===== src/rtl/trng_reader.sv =====
// Raw-entropy collector: parity-folds the rnddata bus to one bit per clk, runs a
// repetition-count health test, packs bits MSB-first into OUT_W words and queues them.
`ifndef STR_LEN
`define STR_LEN 8
`endif

module trng_reader #(
  parameter int unsigned LEN     = `STR_LEN,
  parameter int unsigned OUT_W   = 32,
  parameter int unsigned DEPTH   = 4,
  parameter int unsigned WARMUP  = 16,
  parameter int unsigned REP_MAX = 8
) (
  input  logic             clk,
  input  logic             rstn,
  input  logic [LEN-1:0]   rnddata,
  input  logic             en,
  input  logic             clr,
  output logic [OUT_W-1:0] rdata,
  output logic             rvalid,
  input  logic             rready,
  output logic             fault,
  output logic             ovf
);

  localparam int unsigned AW   = $clog2(DEPTH);
  localparam int unsigned CNTW = AW + 1;
  localparam int unsigned CW   = $clog2(OUT_W);
  localparam int unsigned WW   = $clog2(WARMUP + 1);
  localparam logic [7:0]  REP_LIM = 8'(REP_MAX);

  typedef enum logic [1:0] {
    ST_IDLE,
    ST_WARMUP,
    ST_COLLECT,
    ST_FAULT
  } state_t;

  state_t state, state_nxt;

  logic [OUT_W-2:0] acc;
  logic [CW-1:0]    bit_cnt;
  logic [WW-1:0]    warm_cnt;
  logic [7:0]       rep_cnt;
  logic [7:0]       rep_nxt;
  logic             prev_bit;

  logic [OUT_W-1:0] mem [DEPTH];
  logic [AW-1:0]    wr_ptr, rd_ptr;
  logic [CNTW-1:0]  count;

  logic             raw_bit, sampling, rep_hit, warm_done, word_done;
  logic             push_req, push_ok, pop, full, ovf_set;
  logic [OUT_W-1:0] acc_word;

  assign raw_bit   = ^rnddata;
  assign sampling  = en && (state == ST_WARMUP || state == ST_COLLECT);
  assign warm_done = (state == ST_WARMUP) && (warm_cnt == WW'(WARMUP - 1));
  assign word_done = (state == ST_COLLECT) && (bit_cnt == CW'(OUT_W - 1));
  assign acc_word  = {acc, raw_bit};

  // rep_cnt == 0 marks "no previous bit yet", so the first sample always starts a run of 1
  always_comb begin
    rep_nxt = 8'd1;
    if (rep_cnt != 8'd0 && raw_bit == prev_bit)
      rep_nxt = (rep_cnt == REP_LIM) ? REP_LIM : rep_cnt + 8'd1;
  end

  assign rep_hit  = sampling && (rep_nxt == REP_LIM);
  assign push_req = sampling && word_done && !rep_hit;
  assign full     = (count == CNTW'(DEPTH));
  assign pop      = rvalid && rready && (state != ST_FAULT);
  assign push_ok  = push_req && (!full || pop);
  assign ovf_set  = push_req && full && !pop;

  always_ff @(posedge clk or negedge rstn) begin
    if (!rstn) state <= ST_IDLE;
    else       state <= state_nxt;
  end

  always_comb begin
    state_nxt = state;
    unique case (state)
      ST_IDLE:    if (en) state_nxt = ST_WARMUP;
      ST_WARMUP:  if (!en)            state_nxt = ST_IDLE;
                  else if (rep_hit)   state_nxt = ST_FAULT;
                  else if (warm_done) state_nxt = ST_COLLECT;
      ST_COLLECT: if (!en)            state_nxt = ST_IDLE;
                  else if (rep_hit)   state_nxt = ST_FAULT;
      ST_FAULT:   if (clr) state_nxt = ST_IDLE;
      default:    state_nxt = ST_IDLE;
    endcase
  end

  always_comb begin
    fault = (state == ST_FAULT);
  end

  always_ff @(posedge clk or negedge rstn) begin
    if (!rstn) begin
      acc      <= '0;
      bit_cnt  <= '0;
      warm_cnt <= '0;
      rep_cnt  <= '0;
      prev_bit <= 1'b0;
    end else begin
      warm_cnt <= (state == ST_WARMUP && en) ? warm_cnt + WW'(1) : '0;
      rep_cnt  <= sampling ? rep_nxt : '0;
      if (sampling) prev_bit <= raw_bit;
      if (sampling && state == ST_COLLECT && !rep_hit) begin
        acc     <= acc_word[OUT_W-2:0];
        bit_cnt <= word_done ? '0 : bit_cnt + CW'(1);
      end else begin
        acc     <= '0;
        bit_cnt <= '0;
      end
    end
  end

  always_ff @(posedge clk) begin
    if (push_ok && !rep_hit) mem[wr_ptr] <= acc_word;
  end

  // A health-test hit flushes the queue and overrides any pop/push in the same cycle
  always_ff @(posedge clk or negedge rstn) begin
    if (!rstn) begin
      wr_ptr <= '0;
      rd_ptr <= '0;
      count  <= '0;
    end else if (rep_hit) begin
      wr_ptr <= '0;
      rd_ptr <= '0;
      count  <= '0;
    end else begin
      if (push_ok) wr_ptr <= wr_ptr + AW'(1);
      if (pop)     rd_ptr <= rd_ptr + AW'(1);
      if (push_ok && !pop)      count <= count + CNTW'(1);
      else if (pop && !push_ok) count <= count - CNTW'(1);
    end
  end

  always_ff @(posedge clk or negedge rstn) begin
    if (!rstn)        ovf <= 1'b0;
    else if (ovf_set) ovf <= 1'b1;
    else if (clr)     ovf <= 1'b0;
  end

  assign rvalid = (count != '0);
  assign rdata  = rvalid ? mem[rd_ptr] : '0;

endmodule

===== config.mk =====
export PLATFORM = sky130hd
export DESIGN_NAME = trng_reader
export DESIGN_NICKNAME = d
export VERILOG_FILES = /design/src/rtl/trng_reader.sv
export SDC_FILE = /design/constraint.sdc
export NUM_CORES = 1
export LEC_CHECK = 0
export ABC_AREA = 1
export ABC_CLOCK_PERIOD_IN_PS = 3600
export CORE_UTILIZATION = 45
export CTS_CLUSTER_SIZE = 20
export DETAILED_ROUTE_END_ITERATION = 10
export PLACE_DENSITY = 0.77
export SLEW_MARGIN = 40
export SYNTH_ARGS = -nofsm -noshare
export SYNTH_HDL_FRONTEND = slang
export SYNTH_SLANG_ARGS = --single-unit

===== constraint.sdc =====
create_clock -name clk -period 3.6 [get_ports clk]
set_clock_uncertainty 0.1 [all_clocks]
set_input_delay 0.72 -clock clk [delete_from_list [all_inputs] [get_ports clk]]
set_output_delay 0.72 -clock clk [all_outputs]
set_load 0.01 [all_outputs]

* Word level (Yosys, flattened, before mapping)
Memory sizes are Yosys's and may differ from the RTL's.
Cells that the tools add are included.
** Storage, ports and cells
- Bits in registers :: 60
- Bits in writable memories :: 128
- Input port bits :: 13
- Output and inout bits :: 35
- Logic and storage cells :: 92
- Memories :: 1
** Cells by class
- $add $sub $neg :: 7
- Equality and inequality tests :: 14
- Mux-type cells :: 27
- Reductions and logical operators :: 33
** Memory list
- mem :: depth 4, width 32, read ports 1, clocked after Yosys merged registers in 0, wr ports 1, RTL line 48 : logic [OUT_W-1:0] mem [DEPTH];
** Operator list (count)
- $mux 32 :: 1
- $mux 31 :: 1
- $mux 8 :: 3
- $mux 2 :: 11
- $logic_and 1x1->1 :: 18
- $eq 8x4->1 const B :: 2
- $mux 5 :: 3
- $add 5x1->5 const B :: 2
- $mux 3 :: 3
- $add 8x1->8 const B :: 1
- $pmux 2 s4 :: 1
- $reduce_bool 8->1 :: 1
- $reduce_xor 8->1 :: 1
- $ne 2x2->1 const B :: 3
- $reduce_bool 2->1 :: 3
- $reduce_bool 3->1 :: 2
- $eq 5x4->1 const B :: 1
- $eq 5x5->1 const B :: 1
- $add 2x1->2 const B :: 2
- $eq 2x2->1 const B :: 2
- $logic_not 1->1 :: 4
- $mux 1 :: 4
- $ne 4x4->1 const B :: 1
- $reduce_and 4->1 :: 1
- other kinds (8) :: 9

* Logic depth before layout (Yosys ltp)
- Depth in word-level cells :: 14
- Gate-level depth with buffers :: 21
- Mapped depth without buffers :: 21

* Least setup slack after synthesis
Ideal clock, no wire load.
- Path type :: input -> register
- Start :: input rnddata[2]
- End :: memory mem[0][0], enable pin
- Library setup time :: 0.421 ns
- Arrival time :: 3.157 ns
- Required time :: 3.079 ns
- Setup slack :: -0.078 ns
- Stages :: 14
- Buffers on the path :: 0
- Path through :: inv_1 nand2_1 nand2_1 nand2_1 nand2_1 nand2_1 nand2_2 nand2_1 nand3_1 nand3_2 nor2_8 nor2_2 o21ai_4 nor2_1
** On the way
- Word-level cells in the longest chain between the ends :: 12
** Ends and longest elaborated chain
- start: declaration :: RTL line 16 : input logic [LEN-1:0] rnddata,
- $reduce_xor 8->1 * :: RTL line 56 : assign raw_bit = ^rnddata;
- via raw_bit :: RTL line 52 : logic raw_bit, sampling, rep_hit, warm_done, word_done;
- $eq 1x1->1 * :: RTL line 65 : if (rep_cnt != 8'd0 && raw_bit == prev_bit)
- $logic_and 1x1->1 * :: RTL line 65
- $mux 8 * :: RTL line 65
- $eq 8x4->1 * :: RTL line 69 : assign rep_hit = sampling && (rep_nxt == REP_LIM);
- $logic_and 1x1->1 * :: RTL line 69
- $logic_not 1->1 * :: RTL line 70, 121
- $logic_and 1x1->1 :: RTL line 70 : assign push_req = sampling && word_done && !rep_hit;
- $logic_and 1x1->1 :: RTL line 73 : assign push_ok = push_req && (!full || pop);
- $logic_and 1x1->1 * :: RTL line 121 : if (push_ok && !rep_hit) mem[wr_ptr] <= acc_word;
- $mux 1 * :: RTL line 121
- $mux 1 (implied by the code) * :: RTL line 121
- end: declaration :: RTL line 48
Mark *: on every way through the listed nets, which the timed path passes. The rest lies on a longest branch.

* Worst setup path after layout
- Start :: register rd_ptr[0]
- End :: output rdata[23]
** On the way
- Word-level cells in the longest chain between the ends :: 2
** Ends and longest elaborated chain
- start: declaration :: RTL line 49 : logic [AW-1:0] wr_ptr, rd_ptr;
- start signal: assignment :: RTL line 136 : if (pop) rd_ptr <= rd_ptr + AW'(1);
- $mem_v2 4x32
- $mux 32 :: RTL line 149 : assign rdata = rvalid ? mem[rd_ptr] : '0;
- end: declaration :: RTL line 19 : output logic [OUT_W-1:0] rdata,
Every way passes these cells.

==> flow_metrics.py <==
metrics = {
    "sta": {
        "finalWorstSetupSlack_ns": 0.287,
        "fmax_mhz": 302,
        "final_max_slew_viol_count": 0,
        "grt_setup_unrepaired": "no",
        "finalSetupViolCount": 0,
        "fin_worst_hold_slack_ns": 0.128,
        "report.final.hold_viol_count": 0,
        "share_of_the_clock_period_used_by_the_worst_path_after_layout_pct": 92.0,
        "max_slew.worst_pin.slew_ns": 0.695,
        "min_period_ns": 3.31,
        "maxSlewHeadroom_pct": 53.6,
    },
    "cells_and_area": {
        "layout_overhead_on_the_synthesized_area_pct": 18.5,
        "antenna_cells_inserted": 0,
        "design.final.nets": 833,
        "postLayoutCoreUtil_pct": 54.5,
        "layout-drive-gt1-share_pct": 9.55,
        "finalNonFillerCells": 1042,
    },
    "cts": {
        "cts.sink_count": 188,
        "cts_tree": "yes",
        "postCtsHoldBufs": 0,
        "cts_root_buf": "clkbuf_16",
        "setup_fix_buffers_added_after_clock_tree_synthesis": 0,
        "tritoncts.num_buffers": 17,
        "clkSlewWorstSetupHoldPaths_ns": 0.06,
        "insertion_delay_ns": 0.43,
        "htree_levels": 4,
        "maximum_root_to_sink_buffer_count": 2,
        "post_cts_resized": 0,
    },
    "synthesis": {
        "synth_sequential_area_ratio_pct": 67.4,
        "netlist-cell-type-count": 35,
        "synth_most_common_cell": "nor2_1",
        "ys.warnings.count": 0,
        "mappedNetlistNets": 773,
        "yosys_register_bits": 188,
        "synthTopCellsByCount": "nor2_1 (195), edfxtp_1 (128), inv_1 (84)",
        "edff_count_synth": 128,
        "yosys_top_cell_by_area": "edfxtp_1",
        "synth_area_mm2": 0.00793,
        "ys_async_sr_fraction_pct": 31.9,
        "synth.area.top_cells": "edfxtp_1 (48%), dfrtp_1 (19%), nor2_1 (9.2%)",
        "syn_area_per_cell_um2": 10.7,
        "synth_top_area_share_pct": 48.5,
        "synth_top_flop_cell": "edfxtp_1",
        "syn-instance-count": 744,
    },
    "place": {
        "port_buffers": 47,
        "routabilityCongestion": 0.819,
        "placed_cells": 1010,
        "worst_setup_slack_before_clock_tree_synthesis_ns": 0.197,
        "detailedPlacementHpwl_um": 9380,
    },
    "die": {
        "width_of_the_die_um": 135,
        "initial_utilization_pct": 46.0,
        "floorplan.die_area_mm2": 0.0181,
        "fp.coreArea_mm2": 0.0172,
        "fp-row-count": 48,
        "die_h_um": 135,
        "io-pin-count": 48,
    },
    "grt": {
        "grt-ovfl-total": 0,
        "first_global_vias": 4929,
        "gr-usage-all-layers_pct": 18.0,
        "global_route_wire_length_before_repair_um": 24600,
        "antenna_found_initial": 0,
        "grt_max_degree": 47,
    },
    "worst_hold_path": {
        "worst_hold_path_type": "input pin to async pin",
    },
    "setup_path": {
        "ff2ff_path_depth": 19,
        "critPathMaxFanout": 41,
        "timing.rr.start": "rep_cnt[0]$_DFF_PN0_",
        "crit-reg2reg-capture": "count[2]$_DFFE_PN0P_",
        "critical-path-max-stage-delay_ns": 0.61,
        "end_kind": "primary output",
        "critical_path.cell_chain": "buf_4, nor2_1, nor2_1, o21ai_0, a21oi_1, clkdlybuf4s50_1",
        "worstPathArrival_ns": 2.49,
        "critical_path.slowest_cell": "clkdlybuf4s50_1",
        "rrSetupSlack_ns": 0.87,
        "cp_common_cell": "nor2_1",
        "timing.critical_path.required_ns": 2.78,
        "worst-setup-path-type": "register to primary output",
        "start_kind": "register",
    },
    "pwr": {
        "switching_power_summed_over_all_nets_w": 0.00104,
        "share_of_total_power_in_the_clock_network_pct": 41.0,
        "internal-power_w": 0.00351,
        "power.ir.vdd_worst_uv": 340,
        "p_seq_share_pct": 51.6,
        "leakage_nw": 3.83,
        "report.power.total_w": 0.00455,
        "swShare_pct": 22.9,
        "cellPowerDensity_mw_per_mm2": 484,
        "combinationalPowerShare_pct": 7.4,
    },
    "routing": {
        "final_routed_wirelength_um": 15100,
        "drt_first_iter_violations": 407,
        "wl_per_cell_um": 14.5,
        "avgViaCountPerCell": 4.87,
        "detailroute.via_count": 5070,
        "count_of_tritonroute_iterations_in_the_first_routing_pass": 5,
        "remaining_antenna_violation_count_after_routing": 0,
        "route.detailed.drc": 0,
    },
    "status": {
        "outcome": "finished clean",
    },
    "job": {
        "max-cap-violations": 0,
    },
}
==> cells in the final DEF, fill, tap and decap left out, types with 8 or more instances in the layout <==
cell type / count
ha_1: 15
nor2_1: 190
clkdlybuf4s50_1: 46
clkbuf_16: 17
inv_1: 84
o21ai_0: 70
buf_4: 16
nand3_1: 12
nand2_1: 79
nor2_2: 8
dfrtp_1: 59
a21oi_1: 37
edfxtp_1: 128
==> logic make-up (layout without fill, tap and decap cells) <==
kind of cell	Yosys count	in the layout	synth area share [%]
xor gates and xnor gates	5	5	0.647
buffers and inverters	115	188	5.75
AOI/OAI and AO/OA	114	114	7.58
DFF	188	188	67.4
adders and majority gates	16	16	2.62
and+or+nand+nor	306	306	16.0
==> how the worst max path moves through the flow <==
stage | start | end | slack, ns | cells past startpoint
floorplan | rnddata[2] | mem[0][0]$_DFFE_PP_ | -0.08 | 14
global placement | rnddata[1] | count[2]$_DFFE_PN0P_ | 0.27 | 21
detailed placement | rnddata[0] | count[2]$_DFFE_PN0P_ | 0.20 | 22
CTS | rd_ptr[0]$_DFFE_PN0P_ | rdata[23] | 0.28 | 6
global route | rd_ptr[0]$_DFFE_PN0P_ | rdata[23] | 0.14 | 6
finish | rd_ptr[0]$_DFFE_PN0P_ | rdata[23] | 0.29 | 6
==> registers in the layout, indices dropped and copies added, names as in the netlist <==
name and count:
mem 128, acc 31, rep_cnt 8, bit_cnt 5, warm_cnt 5, count 3
rd_ptr 2, state 2, wr_ptr 2, ovf 1, prev_bit 1
==> stage by stage <==
step / area [um2] / setup TNS, ns
final: 9390 / 0
after global routing: 9390 / 0
after CTS: 9390 / 0
after detailed placement: 8800 / 0
after global placement: 8800 / 0
after floorplan: 7930 / -10.05
==> critical path, delay by kind of cell, from the launching register on <==
family,cells,cell delay [ns]
buf+inv,2,1.00
compound gates,2,0.45
flops,1,0.37
simple gates,2,0.22
==> layer usage <==
layer,up-vias,part of all wire [%],GRT usage [%]
li1,2558,-,-
met1,2396,44,22.8
met2,104,51,31.1
met3,12,3.9,4.32
met4,0,0.91,4.68
met5,-,0,0
==> power by group through the flow <==
stage          logic, W  clock network, W  registers, W
6_report       0.000336           0.00186       0.00235
5_1_grt        0.000389           0.00198       0.00235
4_1_cts        0.000342           0.00189       0.00235
3_5_place_dp   0.000338                 0       0.00239
3_3_place_gp   0.000329                 0       0.00239
2_1_floorplan  0.000247                 0       0.00239
==> cell type report <==
type	count	area [um2]
fill	1434	7850
sequential	188	5350
multi-input combinational	441	2140
timing repair buffer	68	701
clock buffer	20	457
inverter	88	332
tap	225	282
clock inverter	12	134
No activity file was read; power rests on OpenSTA's default activity.
